### config.mk
export PLATFORM = sky130hd
export DESIGN_NAME = adma_as_atx_split
export DESIGN_NICKNAME = d
export VERILOG_FILES = /design/src/rtl/adma_as_atx_split.sv
export SDC_FILE = /design/constraint.sdc
export NUM_CORES = 1
export LEC_CHECK = 0
export ABC_AREA = 1
export BUFFER_PORTS_ARGS = -buffer_cell sky130_fd_sc_hd__buf_4
export CORE_UTILIZATION = 56
export CTS_CLUSTER_SIZE = 24
export DETAILED_ROUTE_END_ITERATION = 7
export PLACE_DENSITY_LB_ADDON = 0.3
export SLEW_MARGIN = 20
export SYNTH_ARGS = -nofsm -noshare
export SYNTH_HDL_FRONTEND = slang
export SYNTH_SLANG_ARGS = --single-unit
### constraint.sdc
create_clock -name clk -period 8.08 [get_ports clk]
set_input_delay 0.808 -clock clk [delete_from_list [all_inputs] [get_ports clk]]
set_output_delay 0.808 -clock clk [all_outputs]
set_load 0.02 [all_outputs]
### src/rtl/adma_as_atx_split.sv
// Purpose: split one descriptor transfer into paired AXI read/write burst requests, 4 KB safe.
// Latency: tx accept -> first atx_vld 2 cycles; burst handshake -> next atx_vld 2 cycles.
// Backpressure: tx_rdy only in IDLE; burst fields held until atx_rdy; issue stalls at the outstanding limit.
module adma_as_atx_split #(
  parameter int DMA_LENGTH_W = 16,
  parameter int SRC_ADDR_W   = 32,
  parameter int DST_ADDR_W   = 32,
  parameter int MST_ID_W     = 5,
  parameter int ATX_LEN_W    = 8,
  parameter int DATA_W       = 32,
  parameter int ATX_NUM_OSTD = 4
) (
  input  logic                                  clk,
  input  logic                                  rst_n,
  input  logic [SRC_ADDR_W-1:0]                 tx_src_addr,
  input  logic [DST_ADDR_W-1:0]                 tx_dst_addr,
  input  logic [DMA_LENGTH_W-1:0]               tx_len,
  input  logic                                  tx_vld,
  output logic                                  tx_rdy,
  input  logic                                  tx_abort,
  output logic                                  tx_done,
  output logic                                  tx_aborted,
  input  logic [MST_ID_W-1:0]                   atx_id,
  input  logic [1:0]                            atx_src_burst,
  input  logic [1:0]                            atx_dst_burst,
  input  logic [DMA_LENGTH_W-1:0]               atx_wd_per_burst,
  output logic [MST_ID_W-1:0]                   arid,
  output logic [SRC_ADDR_W-1:0]                 araddr,
  output logic [ATX_LEN_W-1:0]                  arlen,
  output logic [1:0]                            arburst,
  output logic [MST_ID_W-1:0]                   awid,
  output logic [DST_ADDR_W-1:0]                 awaddr,
  output logic [ATX_LEN_W-1:0]                  awlen,
  output logic [1:0]                            awburst,
  output logic                                  atx_vld,
  input  logic                                  atx_rdy,
  input  logic                                  atx_done,
  output logic [$clog2(ATX_NUM_OSTD+1)-1:0]     atx_ostd
);

  localparam int WB         = DATA_W / 8;
  localparam int LB         = $clog2(WB);
  localparam int OW         = $clog2(ATX_NUM_OSTD + 1);
  localparam int PAGE_BEATS = 4096 / WB;
  // Beat arithmetic width: holds the length, 2^ATX_LEN_W and a full page of beats.
  localparam int CW0        = (DMA_LENGTH_W > ATX_LEN_W + 1) ? DMA_LENGTH_W : ATX_LEN_W + 1;
  localparam int CW         = (CW0 > 14) ? CW0 : 14;
  localparam logic [CW-1:0] MAX_BEATS  = CW'(64'd1 << ATX_LEN_W);
  localparam logic [1:0]    BURST_INCR = 2'b01;

  typedef enum logic [1:0] {IDLE, CALC, ISSUE, DRAIN} state_t;

  state_t                  state_q, state_d;
  logic [SRC_ADDR_W-1:0]   src_q, src_d;
  logic [DST_ADDR_W-1:0]   dst_q, dst_d;
  logic [DMA_LENGTH_W-1:0] rem_q, rem_d;
  logic [DMA_LENGTH_W-1:0] wpb_q, wpb_d;
  logic [ATX_LEN_W-1:0]    len_q, len_d;
  logic [MST_ID_W-1:0]     id_q, id_d;
  logic [1:0]              sburst_q, sburst_d;
  logic [1:0]              dburst_q, dburst_d;
  logic [OW-1:0]           ostd_q, ostd_d;
  logic                    aborted_q, aborted_d;
  logic                    tx_done_q, tx_done_d;
  logic                    tx_aborted_q, tx_aborted_d;

  logic [CW-1:0]           wpb_eff, src_page, dst_page, calc_beats, iss_beats;
  logic [DMA_LENGTH_W-1:0] rem_after;
  logic                    issue_hs, retire;

  assign tx_rdy     = (state_q == IDLE);
  // Issue gating depends only on state and outstanding count, never on atx_rdy.
  assign atx_vld    = (state_q == ISSUE) && (ostd_q < OW'(ATX_NUM_OSTD));
  assign issue_hs   = atx_vld && atx_rdy;
  assign retire     = atx_done && (ostd_q != '0);

  assign araddr     = src_q;
  assign awaddr     = dst_q;
  assign arlen      = len_q;
  assign awlen      = len_q;
  assign arburst    = sburst_q;
  assign awburst    = dburst_q;
  assign arid       = id_q;
  assign awid       = id_q;
  assign atx_ostd   = ostd_q;
  assign tx_done    = tx_done_q;
  assign tx_aborted = tx_aborted_q;

  // Burst size: smallest of remaining, CSR burst size, AXI length cap and the distance to each 4 KB page end.
  always_comb begin
    wpb_eff    = (wpb_q == '0) ? CW'(1) : CW'(wpb_q);
    src_page   = CW'(PAGE_BEATS) - CW'(src_q[11:LB]);
    dst_page   = CW'(PAGE_BEATS) - CW'(dst_q[11:LB]);
    calc_beats = CW'(rem_q);
    if (wpb_eff < calc_beats) calc_beats = wpb_eff;
    if (MAX_BEATS < calc_beats) calc_beats = MAX_BEATS;
    if ((sburst_q == BURST_INCR) && (src_page < calc_beats)) calc_beats = src_page;
    if ((dburst_q == BURST_INCR) && (dst_page < calc_beats)) calc_beats = dst_page;
    iss_beats  = CW'(len_q) + CW'(1);
    rem_after  = rem_q - DMA_LENGTH_W'(iss_beats);
  end

  // Transfer sequencing: latch descriptor, size each burst, issue it, then wait for retirement.
  always_comb begin
    state_d      = state_q;
    src_d        = src_q;
    dst_d        = dst_q;
    rem_d        = rem_q;
    wpb_d        = wpb_q;
    len_d        = len_q;
    id_d         = id_q;
    sburst_d     = sburst_q;
    dburst_d     = dburst_q;
    aborted_d    = aborted_q;
    tx_done_d    = 1'b0;
    tx_aborted_d = 1'b0;
    case (state_q)
      IDLE: begin
        if (tx_vld) begin
          src_d     = tx_src_addr;
          dst_d     = tx_dst_addr;
          rem_d     = tx_len;
          wpb_d     = atx_wd_per_burst;
          id_d      = atx_id;
          sburst_d  = atx_src_burst;
          dburst_d  = atx_dst_burst;
          aborted_d = 1'b0;
          state_d   = (tx_len == '0) ? DRAIN : CALC;
        end
      end
      CALC: begin
        if (tx_abort) begin
          aborted_d = 1'b1;
          state_d   = DRAIN;
        end else begin
          len_d   = ATX_LEN_W'(calc_beats - CW'(1));
          state_d = ISSUE;
        end
      end
      ISSUE: begin
        // Once a request is presented it stays until accepted; abort only acts while stalled.
        if (atx_vld) begin
          if (atx_rdy) begin
            rem_d = rem_after;
            if (sburst_q == BURST_INCR) src_d = src_q + (SRC_ADDR_W'(iss_beats) << LB);
            if (dburst_q == BURST_INCR) dst_d = dst_q + (DST_ADDR_W'(iss_beats) << LB);
            state_d = (rem_after == '0) ? DRAIN : CALC;
          end
        end else if (tx_abort) begin
          aborted_d = 1'b1;
          state_d   = DRAIN;
        end
      end
      DRAIN: begin
        if (ostd_q == '0) begin
          state_d      = IDLE;
          tx_done_d    = 1'b1;
          tx_aborted_d = aborted_q;
        end
      end
      default: state_d = IDLE;
    endcase
  end

  // Outstanding burst count; a retire pulse with nothing outstanding is dropped.
  always_comb begin
    ostd_d = ostd_q;
    if (issue_hs && !retire)      ostd_d = ostd_q + OW'(1);
    else if (!issue_hs && retire) ostd_d = ostd_q - OW'(1);
  end

  // State and datapath registers.
  always_ff @(posedge clk or negedge rst_n) begin
    if (!rst_n) begin
      state_q      <= IDLE;
      src_q        <= '0;
      dst_q        <= '0;
      rem_q        <= '0;
      wpb_q        <= '0;
      len_q        <= '0;
      id_q         <= '0;
      sburst_q     <= '0;
      dburst_q     <= '0;
      ostd_q       <= '0;
      aborted_q    <= 1'b0;
      tx_done_q    <= 1'b0;
      tx_aborted_q <= 1'b0;
    end else begin
      state_q      <= state_d;
      src_q        <= src_d;
      dst_q        <= dst_d;
      rem_q        <= rem_d;
      wpb_q        <= wpb_d;
      len_q        <= len_d;
      id_q         <= id_d;
      sburst_q     <= sburst_d;
      dburst_q     <= dburst_d;
      ostd_q       <= ostd_d;
      aborted_q    <= aborted_d;
      tx_done_q    <= tx_done_d;
      tx_aborted_q <= tx_aborted_d;
    end
  end

endmodule

After elaboration in Yosys (flattened, before gate mapping)

Cells that the tools add are included.

Flip-flop bits (word level): 121
Output and inout port bits: 101
Word-level logic and storage cells: 105
Bits in read-only memories: 0
Bits in latches: 0
Memories: 0
Memory bits (writable): 0

Bitwise gates (word level): 1
Shifts and indexed selects: 0
Divide/modulo/power cells: 0
Equality and inequality tests: 14
Add/subtract/negate cells: 9
Multiply operators: 0
Order comparisons: 5
Reductions and logical operators: 25
Muxes and demuxes: 38

Operators by type and width:

| kind                                                | number |
|---|---|
| two-way mux 32 bit                                  | 8 |
| case mux 32 bit (2 select lines)                    | 2 |
| two-way mux 16 bit                                  | 7 |
| adder 32 x 11 -> 32 bit                             | 2 |
| zero test 16 bit                                    | 3 |
| < comparator 16 bit                                 | 3 |
| case mux 16 bit (2 select lines)                    | 1 |
| subtractor 11 x 10 -> 12 bit, first input constant  | 2 |
| < comparator 9 x 16 -> 1 bit, first input constant  | 1 |
| subtractor 16 x 9 -> 16 bit                         | 1 |
| two-way mux 2 bit                                   | 7 |
| != test 2 bit, second input constant                | 5 |
| AND reduction 5 bit                                 | 2 |
| adder 8 x 1 -> 9 bit, second input constant         | 1 |
| two-way mux 1 bit                                   | 8 |
| two-way mux 8 bit                                   | 1 |
| case mux 2 bit (4 select lines)                     | 1 |
| AND reduction 4 bit                                 | 2 |
| subtractor 8 x 1 -> 8 bit, second input constant    | 1 |
| logical AND 1 bit                                   | 7 |
| equality test 2 x 1 -> 1 bit, second input constant | 3 |
| two-way mux 3 bit                                   | 2 |
| != test 3 bit, second input constant                | 2 |
| nonzero test 3 bit                                  | 2 |
| 13 further kinds                                    | 18 |

Longest topological paths before layout

Gate-level depths: netlist of the first run.

Depth after elaboration: 13
Mapped depth: 52
Mapped depth without buffers: 50

Worst setup path before layout of the first run

OpenSTA, ideal clock, no wires.

Kind: flip-flop to flip-flop
Start point: register wpb_q[9]
End point: register len_q[6] (netlist: arlen[6])
Setup slack: 2.246 ns
Required time: 7.962 ns
Buffers on the path: 3
Stages on the path, launching flop included: 36
Data arrival time: 5.716 ns
Setup time: 0.118 ns
Cells stage by stage: dfrtp_1 > clkbuf_1 > ha_1 > a21oi_1 > nand3b_1 > a21oi_1 > nor3_1 > a21boi_2 > nand2_4 > buf_6 > o21ai_0 > a21boi_1 > nand3_1 > ha_1 > a21oi_1 > nor2_1 > a211oi_1 > nand2_1 > nand2_2 > nand2_4 > clkbuf_1 > inv_1 > nand2_1 > ha_1 > a21o_1 > a211oi_1 > nand2_4 > o21ai_2 > inv_1 > ha_1 > nand2_2 > nor2_2 > nand2_1 > nand2_1 > nand3_1 > nand2_1

Cells in the longest elaborated chain, start to end: 13

RTL lines:

| what                         | RTL line | text |
|---|---|---|
| from (decl)                  | 57       | `logic [DMA_LENGTH_W-1:0] wpb_q, wpb_d;` |
| from (signal assigned)       | 193      | `wpb_q <= wpb_d;` |
| zero test 16 bit             | 91       | `wpb_eff = (wpb_q == '0) ? CW'(1) : CW'(wpb_q);` |
| two-way mux 16 bit *         | 91       |  |
| < comparator 16 bit          | 95       | `if (wpb_eff < calc_beats) calc_beats = wpb_eff;` |
| two-way mux 16 bit *         | 95       |  |
| < comparator 9 x 16 -> 1 bit | 96       | `if (MAX_BEATS < calc_beats) calc_beats = MAX_BEATS;` |
| two-way mux 16 bit *         | 96       |  |
| < comparator 16 bit          | 97       | `if ((sburst_q == BURST_INCR) && (src_page < calc_beats)) calc_beats = src_page;` |
| logical AND 1 bit            | 97       |  |
| two-way mux 16 bit *         | 97       |  |
| < comparator 16 bit          | 98       | `if ((dburst_q == BURST_INCR) && (dst_page < calc_beats)) calc_beats = dst_page;` |
| logical AND 1 bit            | 98       |  |
| two-way mux 8 bit *          | 98       |  |
| subtractor 8 x 1 -> 8 bit *  | 136      | `len_d = ATX_LEN_W'(calc_beats - CW'(1));` |
| to (signal assigned)         | 194      | `len_q <= len_d;` |
| to (decl)                    | 58       | `logic [ATX_LEN_W-1:0] len_q, len_d;` |

Mark *: on every way between the ends. The rest lies on a longest branch, timed or not.
A chain may end at the register's enable or synchronous reset.

Final worst setup path of the first run

Start point: register rem_q[9]
End point: register len_q[6] (netlist: arlen[6])

Cells in the longest elaborated chain, start to end: 11

RTL lines:

| what                         | RTL line | text |
|---|---|---|
| from (decl)                  | 56       | `logic [DMA_LENGTH_W-1:0] rem_q, rem_d;` |
| from (signal assigned)       | 192      | `rem_q <= rem_d;` |
| < comparator 16 bit          | 95       |  |
| two-way mux 16 bit *         | 95       |  |
| < comparator 9 x 16 -> 1 bit | 96       |  |
| two-way mux 16 bit *         | 96       |  |
| < comparator 16 bit          | 97       |  |
| logical AND 1 bit            | 97       |  |
| two-way mux 16 bit *         | 97       |  |
| < comparator 16 bit          | 98       |  |
| logical AND 1 bit            | 98       |  |
| two-way mux 8 bit *          | 98       |  |
| subtractor 8 x 1 -> 8 bit *  | 136      |  |

Marks and branches as above.

==> reports/qor.yml, run 1 <==
synth_mux_area_share_pct: 0.826
crit_type: "reg2reg"
drv_cap: 0
vdd_drop_max_v: 0.000258
layout_common_cells: "nand2_1 (231), buf_4 (217), inv_1 (164), nor2_1 (143), dfrtp_1 (121)"
crit_family: "compound AO/OA/AOI/OAI gates"
start_util_pct: 57.8
finalNonFillerCells: 1672
vias: 9242
synthesis.area_um2: 9240
drt-total-wl_um: 25800
grt_use_total_pct: 31.4
row_count: 46
io_buffers: 211
cts_tree: "done"
clk_latency_ps: 430
hold_buffers: 0
vias_per_cell: 5.53
root_buffer: "clkbuf_16"
p_per_area_nw_per_um2: 498
syn_to_final_growth_pct: 23.8
worstReg2RegEnd: "arlen[6]$_DFFE_PN0P_"
hold_viol_final: 0
cts_buffer_depth: 2
rsz0062_at_grt: "false"
synth.avg_cell_area_um2: 7.28
synthCells: 1270
grt_max_degree: 80
fp.dieW_um: 130
post-route-period-util_pct: 82.5
grt_overflow: 0
synth_xor_xnor_area_share_pct: 6.44
die-area_um2: 17000
end_kind: "flip-flop"
status: "finished clean"
relSlewSlack_pct: 34.2
dp_cells: 1640
multiInputGateArea_um2: 5320
synth_top_family_by_area: "simple AND/OR/NAND/NOR gates"
synthArstFlopShare_pct: 100
timing.fmax_ghz: 0.150
critPathBufInv: 3
fill_cells: 1361
cts.clk_slew.worst_paths_ps: 60
io_pins: 212
ys_seq_area_share_pct: 32.8
h-tree-depth: 4
skew_ps: 13.0
wl_per_cell_um: 15.4
drive_gt1_share_pct: 19.3
start_kind: "flip-flop"
slowest_stage: "a211oi_1"
worstRegToRegCells: 33
final_common_cell: "nand2_1"
gp_congestion: 0.945
core_um2: 16000
ys_ff_latch: 121
critPathMaxStageDelay_ps: 780
total_power_mw: 5.69
fin_util_pct: 71.5
period_needed_ps: 6670
synth-main-ff-cell: "dfrtp_1"
arrival_ps: 6980
antenna_found_initial: 0
cellLeakagePower_nw: 5.80
cpMostUsedCell: "nand2_1"
synth_compound_area_share_pct: 15.8
grt_pass1_wl_um: 41800
diodes: 0
fin_tns_setup_ps: 0
first_pass_iters: 5
r2r_start: "rem_q[9]$_DFFE_PN0P_"
worst_slew_pin_slew_ps: 982
placedInstanceArea_um2: 10900
postLayoutCellArea_um2: 11400
cts_buffers: 17
hold_path_class: "in2async"
timing.reg2reg.setup_slack_ps: 1410
drt_iter0_markers: 586
ant_nets: 0
hpwl_um: 19100
synth_edf_count: 0
cts_resized: 0
nets: 1629
cts.sinks: 121
die_y_um: 130
cp.depth: 33
crit_fanout: 18
yosysWarnings: 0
synth_cell_types: 47
setup_viol: 0
grtUsageMet2_pct: 52.8
grt-busiest-layer: "met2"
use_met1_pct: 38.7
met3_usage_pct: 5.94
grt_pass1_vias: 8859
yosys.area_share.simple_pct: 23.6
drc_errors: 0
worst_ep_required_time_ps: 8390
synthAdderAreaFrac_pct: 10.5
cts_setup_buffers: 0
slew_violations: 0
register_area_um2: 3030
## metrics by stage
stage	worst slack, ps	hold WS, ps
after global placement	1920	490
after floorplan	2250	469
after global routing	756	515
after CTS	1520	492
final	1410	474
after detailed placement	1560	498
## metal layers
metal  vias to the layer above  routed length, um
li1                       4517                  -
met1                      4310              10800
met2                       342              12300
met3                        73               1690
met4                         0                953
met5                         -                  0
## cell type report
class | count | area share [%]
Tap cell | 216 | 2.36
Clock inverter | 13 | 1.06
Timing Repair Buffer | 217 | 14.2
Inverter | 168 | 5.51
Clock buffer | 19 | 3.87
Multi-Input combinational cell | 918 | 46.5
Sequential cell | 121 | 26.5
## how the worst max path moves through the flow
| stage | from | to |
|---|---|---|
| after floorplan | wpb_q[9]$_DFFE_PN0P_ | arlen[6]$_DFFE_PN0P_ |
| after global placement | rem_q[9]$_DFFE_PN0P_ | arlen[6]$_DFFE_PN0P_ |
| after detailed placement | rem_q[9]$_DFFE_PN0P_ | arlen[6]$_DFFE_PN0P_ |
| after CTS | rem_q[9]$_DFFE_PN0P_ | arlen[6]$_DFFE_PN0P_ |
| after global routing | rem_q[9]$_DFFE_PN0P_ | arlen[6]$_DFFE_PN0P_ |
| final | rem_q[9]$_DFFE_PN0P_ | arlen[6]$_DFFE_PN0P_ |
## Yosys cell counts (14+ instances only)
library cell  count  area, um2
nand2_1         231        867
clkbuf_1         43        161
nand4_1          14       87.6
o21ai_0         120        601
a21oi_1          46        230
nand3_1          55        275
dfrtp_1         121       3030
xor2_1           64        561
inv_1           164        616
nor2_1          143        537
o22ai_1          46        288
ha_1             71        888
nor3_1           28        140
## kinds of logic (layout without fill, tap and decap cells)
group | count (synthesis) | count (layout)
buffers and inverters | 232 | 417
other | 1 | 2
adder cells (fa/ha/maj) | 75 | 75
flip-flops | 121 | 121
XOR/XNOR | 68 | 68
AND/OR/NAND/NOR | 509 | 509
multiplexers | 7 | 7
AO/OA/AOI/OAI | 257 | 257
## registers in the layout, indices dropped and copies added, names as in the netlist
name,cells
arlen,8
atx_ostd,3
arburst,2
araddr,32
tx_done,1
arid,5
wpb_q,16
awburst,2
awaddr,32
tx_aborted,1
rem_q,16
state_q,2
aborted_q,1
## worst reg2reg max path, delay by kind of cell, from the launching register on
kind                       cells  cell delay (ps)
buffers and inverters          3              320
DFF                            1              390
and+or+nand+nor               16             1580
adders and majority gates      4             1120
AOI/OAI and AO/OA             10             3170
## report_power, final
part           total (mW)  internal (mW)  switching [mW]
logic                3.71           1.41            2.30
clock network       0.734          0.433           0.301
registers            1.25          0.910           0.341
total                5.69           2.75            2.94
Power figures use the tool's default switching activity.
==> run 2, diff against run 1 <==
==> constraint.sdc (replaced) <==
create_clock -name clk -period 7 [get_ports clk]
set_input_delay 0.7 -clock clk [delete_from_list [all_inputs] [get_ports clk]]
set_output_delay 0.7 -clock clk [all_outputs]
set_load 0.02 [all_outputs]
==> reports/qor.yml, run 2 (same netlist as run 1, synthesis figures left out) <==
status: "finished clean"
period_needed_ps: 6300  # -365 ps
row_count: 46  # unchanged
die_y_um: 130  # unchanged
cts.clk_slew.worst_paths_ps: 60  # about the same
grt_use_total_pct: 30.9  # -0.46 points
vias_per_cell: 5.51  # -0.36%
critPathMaxStageDelay_ps: 540  # -240 ps
cts_buffers: 17  # unchanged
drt_iter0_markers: 533  # -9.0%
antenna_found_initial: 0  # unchanged
crit_type: "reg2reg"
grt_max_degree: 81  # +1.3%
worst_slew_pin_slew_ps: 1010  # +25.3 ps
cts_setup_buffers: 0  # unchanged
hold_viol_final: 0  # unchanged
root_buffer: "clkbuf_16"
start_kind: "flip-flop"
arrival_ps: 6600  # -380 ps
io_buffers: 211  # unchanged
drt-total-wl_um: 25900  # +0.31%
cts_buffer_depth: 2  # unchanged
grt_pass1_vias: 8695  # -1.9%
hpwl_um: 19000  # -0.48%
h-tree-depth: 4  # unchanged
first_pass_iters: 5  # unchanged
io_pins: 212  # unchanged
vias: 9214  # -0.30%
clk_latency_ps: 430  # about the same
end_kind: "flip-flop"
crit_fanout: 18  # unchanged
hold_buffers: 0  # unchanged
cts.sinks: 121  # unchanged
skew_ps: 11.3  # -1.68 ps
grt_overflow: 0  # unchanged
core_um2: 16000  # unchanged
post-route-period-util_pct: 90.0  # +7.5 points
cellLeakagePower_nw: 5.83  # +0.57%
worst_ep_required_time_ps: 7300  # -1090 ps
drc_errors: 0  # unchanged
diodes: 0  # unchanged
drive_gt1_share_pct: 19.4  # +0.055 points
gp_congestion: 0.949  # +0.43%
total_power_mw: 6.67  # +17%
cts_resized: 0  # unchanged
hold_path_class: "in2async"
nets: 1630  # +0.061%
layout_common_cells: "nand2_1 (231), buf_4 (218), inv_1 (164), nor2_1 (143), dfrtp_1 (121)"
timing.fmax_ghz: 0.159  # +5.8%
vdd_drop_max_v: 0.000329  # +27%
relSlewSlack_pct: 32.8  # -1.4 points
fill_cells: 1296  # -4.8%
die-area_um2: 17000  # unchanged
fp.dieW_um: 130  # unchanged
start_util_pct: 57.8  # unchanged
slowest_stage: "a21boi_1"
ant_nets: 0  # unchanged
setup_viol: 0  # unchanged
final_common_cell: "nand2_1"
wl_per_cell_um: 15.5  # +0.25%
rsz0062_at_grt: "false"
syn_to_final_growth_pct: 24.5
cts_tree: "done"
drv_cap: 0  # unchanged
fin_tns_setup_ps: 0  # unchanged
fin_util_pct: 71.9  # +0.40 points
p_per_area_nw_per_um2: 580  # +17%
slew_violations: 0  # unchanged
grt_pass1_wl_um: 41000  # -1.9%
run 2: changes by cell type in the layout (fill, tap and decap cells not counted):
cell / delta
clkbuf_8: +1
bufinv_16: +2
clkinvlp_4: -1
clkinv_2: -2
buf_4: +1
run 2: critical path: cells and delay by family (launching register included):
kind	cells	cell delay, ps
buffers and inverters	2	200
adder cells (fa/ha/maj)	4	1100
AO/OA/AOI/OAI	11	2740
AND/OR/NAND/NOR	18	1720
flip-flops	1	390
run 2: layer usage:
layer	GRT usage (%)	part of all wire, %	up-vias
met5	0	0	-
li1	-	-	4539
met2	52.0	48	317
met3	7.17	6.4	55
met1	38.4	43	4303
met4	12.6	3.1	0
run 2: path summary, 6_finish.rpt:
path | slack, ps | startpoint | end | cells after the start
setup / recovery | 700 | rem_q[9]$_DFFE_PN0P_ | arlen[6]$_DFFE_PN0P_ | 35
hold / removal | 360 | rst_n | araddr[2]$_DFFE_PN0P_ | 1
setup reg to reg | 700 | rem_q[9]$_DFFE_PN0P_ | arlen[6]$_DFFE_PN0P_ | 35
hold reg to reg | 510 | aborted_q$_DFFE_PN0P_ | tx_aborted$_DFF_PN0_ | 2
max in group asynchronous | 5280 | rst_n | rem_q[8]$_DFFE_PN0P_ | 2
min in group clk | 470 | atx_src_burst[0] | arburst[0]$_DFFE_PN0P_ | 3
run 2: metrics by stage:
stage	setup slack [ps]	hold slack (ps)	area (um2)	instances
5_1_grt	168	418	11500	1673
4_1_cts	761	383	11500	1673
2_1_floorplan	1170	404	9250	1271
3_5_place_dp	806	495	10900	1641
6_report	698	362	11500	1673
3_3_place_gp	1160	490	10900	1641
run 2: final cells by class:
cell class	instances	area, um2	area share [%]
multi-input combinational	918	5320	46.2
sequential	121	3030	26.3
timing repair buffer	218	1640	14.2
inverter	168	631	5.48
clock buffer	20	457	3.97
tap	216	270	2.35
clock inverter	12	164	1.42
run 2: report_power, final:
group	internal [mW]	leakage, nW	switching [mW]	total, mW
registers	1.05	1.48	0.390	1.44
logic	1.63	4.06	2.67	4.30
clock network	0.583	0.290	0.348	0.931
total	3.26	5.83	3.41	6.67
==> run 3, diff against run 2 <==
--- a/config.mk
+++ b/config.mk
@@ -11,6 +11,7 @@
 export CTS_CLUSTER_SIZE = 24
 export DETAILED_ROUTE_END_ITERATION = 7
 export PLACE_DENSITY_LB_ADDON = 0.3
+export RECOVER_POWER = 25
 export SLEW_MARGIN = 20
 export SYNTH_ARGS = -nofsm -noshare
 export SYNTH_HDL_FRONTEND = slang
==> reports/qor.yml, run 3 (same netlist as run 1, synthesis figures left out) <==
crit_type: "reg2reg"
worstReg2RegEnd: "arlen[6]$_DFFE_PN0P_"
clk_latency_ps: 420  # about the same
combPwrFrac_pct: 64.2  # -0.2 points
root_buffer: "clkbuf_16"
end_kind: "flip-flop"
cts_buffer_depth: 2  # unchanged
relSlewSlack_pct: -123  # -160 points
grt_pass1_vias: 8695  # unchanged
worst_ep_required_time_ps: 7300  # about the same
clkPwrFrac_pct: 14.1  # about the same
first_pass_iters: 8  # +3
cts_buffers: 17  # unchanged
wl_per_cell_um: 15.4  # -0.33%
rsz0062_at_grt: "false"
cts_setup_buffers: 0  # unchanged
cp.depth: 35  # unchanged
drc_errors: 2  # +2
vias: 9233  # +0.21%
hold_buffers: 0  # unchanged
die-area_um2: 17000  # unchanged
critPathMaxStageDelay_ps: 530  # about the same
finalNonFillerCells: 1673  # unchanged
hold_path_class: "in2reg"
cellLeakagePower_nw: 5.73  # -1.8%
cts_tree: "done"
diodes: 0  # unchanged
antenna_found_initial: 0  # unchanged
syn_to_final_growth_pct: 23.4
start_kind: "flip-flop"
worst_slew_pin_slew_ps: 3340  # +2330 ps
layout_common_cells: "nand2_1 (231), buf_4 (190), inv_1 (164), nor2_1 (143), dfrtp_1 (121)"
seq_power_share_pct: 21.7  # about the same
io_pins: 212  # unchanged
crit_fanout: 18  # unchanged
die_y_um: 130  # unchanged
grt_overflow: 0  # unchanged
gp_congestion: 0.949  # unchanged
ant_nets: 0  # unchanged
critPathBufInv: 2  # unchanged
period_needed_ps: 6290  # -14.3 ps
io_buffers: 211  # unchanged
cts.clk_slew.worst_paths_ps: 60  # about the same
nets: 1630  # unchanged
violations: "design-rule violations, max-capacitance violations, max-slew violations"
grt_pass1_wl_um: 41000  # unchanged
drt_iter0_markers: 547  # +2.6%
setup.worst_path.end: "arlen[6]$_DFFE_PN0P_"
r2r_start: "rem_q[9]$_DFFE_PN0P_"
skew_ps: 9.74  # -1.57 ps
crit_family: "compound AO/OA/AOI/OAI gates"
vias_per_cell: 5.52  # +0.21%
h-tree-depth: 4  # unchanged
worstRegToRegCells: 35  # unchanged
slew_violations: 58  # +58
startpoint: "rem_q[9]$_DFFE_PN0P_"
grt_use_total_pct: 30.9  # unchanged
setup_viol: 0  # unchanged
core_um2: 16000  # unchanged
cts.sinks: 121  # unchanged
final_common_cell: "nand2_1"
hold_depth: 3
drive_gt1_share_pct: 17.4  # -1.9 points
row_count: 46  # unchanged
drv_cap: 1  # +1
cts_resized: 0  # unchanged
start_util_pct: 57.8  # unchanged
post-route-period-util_pct: 89.8  # -0.20 points
fp.dieW_um: 130  # unchanged
fin_tns_setup_ps: 0  # unchanged
arrival_ps: 6580  # -20 ps
vdd_drop_max_v: 0.000330  # +0.40%
drt-total-wl_um: 25800  # -0.33%
p_per_area_nw_per_um2: 580  # about the same
timing.reg2reg.setup_slack_ps: 710  # about the same
timing.fmax_ghz: 0.159  # +0.23%
status: "complete, but fails checks"
slowest_stage: "a21boi_1"
grt_max_degree: 81  # unchanged
power_switching_share_pct: 51.5  # +0.43 points
hold_viol_final: 0  # unchanged
dp_cells: 1641  # unchanged
p_sw_mw: 3.40  # -0.13%
power.internal_mw: 3.20  # -1.8%
hpwl_um: 19000  # unchanged
==> run 3: tightest hold or removal path, stage by stage <==
cell	delay, ps
buf_4	80
nand2_1	40
nand2_1	50
==> run 3: through the flow <==
stage	cell area [um2]	hold slack [ps]	utilization [%]	total power, mW	setup slack [ps]
2_1_floorplan	9250	404	-	4.48	1170
3_3_place_gp	10900	490	68.0	5.51	1160
3_5_place_dp	10900	495	68.0	5.66	806
4_1_cts	11500	383	71.9	6.65	761
5_1_grt	11400	468	71.3	7.21	168
6_report	11400	474	71.3	6.61	712
==> run 3: power groups by stage <==
stage	sequential [mW]	clock, mW	combinational [mW]
global route	1.49	0.971	4.75
floorplan	1.64	0	2.84
finish	1.44	0.931	4.24
CTS	1.43	0.940	4.28
global placement	1.42	0	4.09
detailed placement	1.43	0	4.23
==> run 3: worst min-delay path by stage <==
stage | slack, ps | end | from
floorplan | 400 | aborted_q$_DFFE_PN0P_ | rst_n
finish | 470 | arburst[0]$_DFFE_PN0P_ | atx_src_burst[0]
detailed placement | 490 | tx_aborted$_DFF_PN0_ | aborted_q$_DFFE_PN0P_
global placement | 490 | awaddr[1]$_DFFE_PN0P_ | awaddr[1]$_DFFE_PN0P_
CTS | 380 | araddr[28]$_DFFE_PN0P_ | rst_n
global route | 470 | wpb_q[15]$_DFFE_PN0P_ | atx_wd_per_burst[15]
==> run 3: cell type report <==
type | instances | area (um2)
timing repair buffer | 218 | 1530
clock inverter | 12 | 164
clock buffer | 20 | 457
sequential | 121 | 3030
multi-input combinational | 918 | 5320
inverter | 168 | 631
tap | 216 | 270
fill | 1328 | 4600
==> run 3: metal layers <==
metal	GRT usage, %	vias up	part of all wire [%]
met3	7.17	55	6.8
met1	38.4	4295	42
met2	52.0	351	48
li1	-	4532	-
met5	0	-	0
met4	12.6	0	3.1
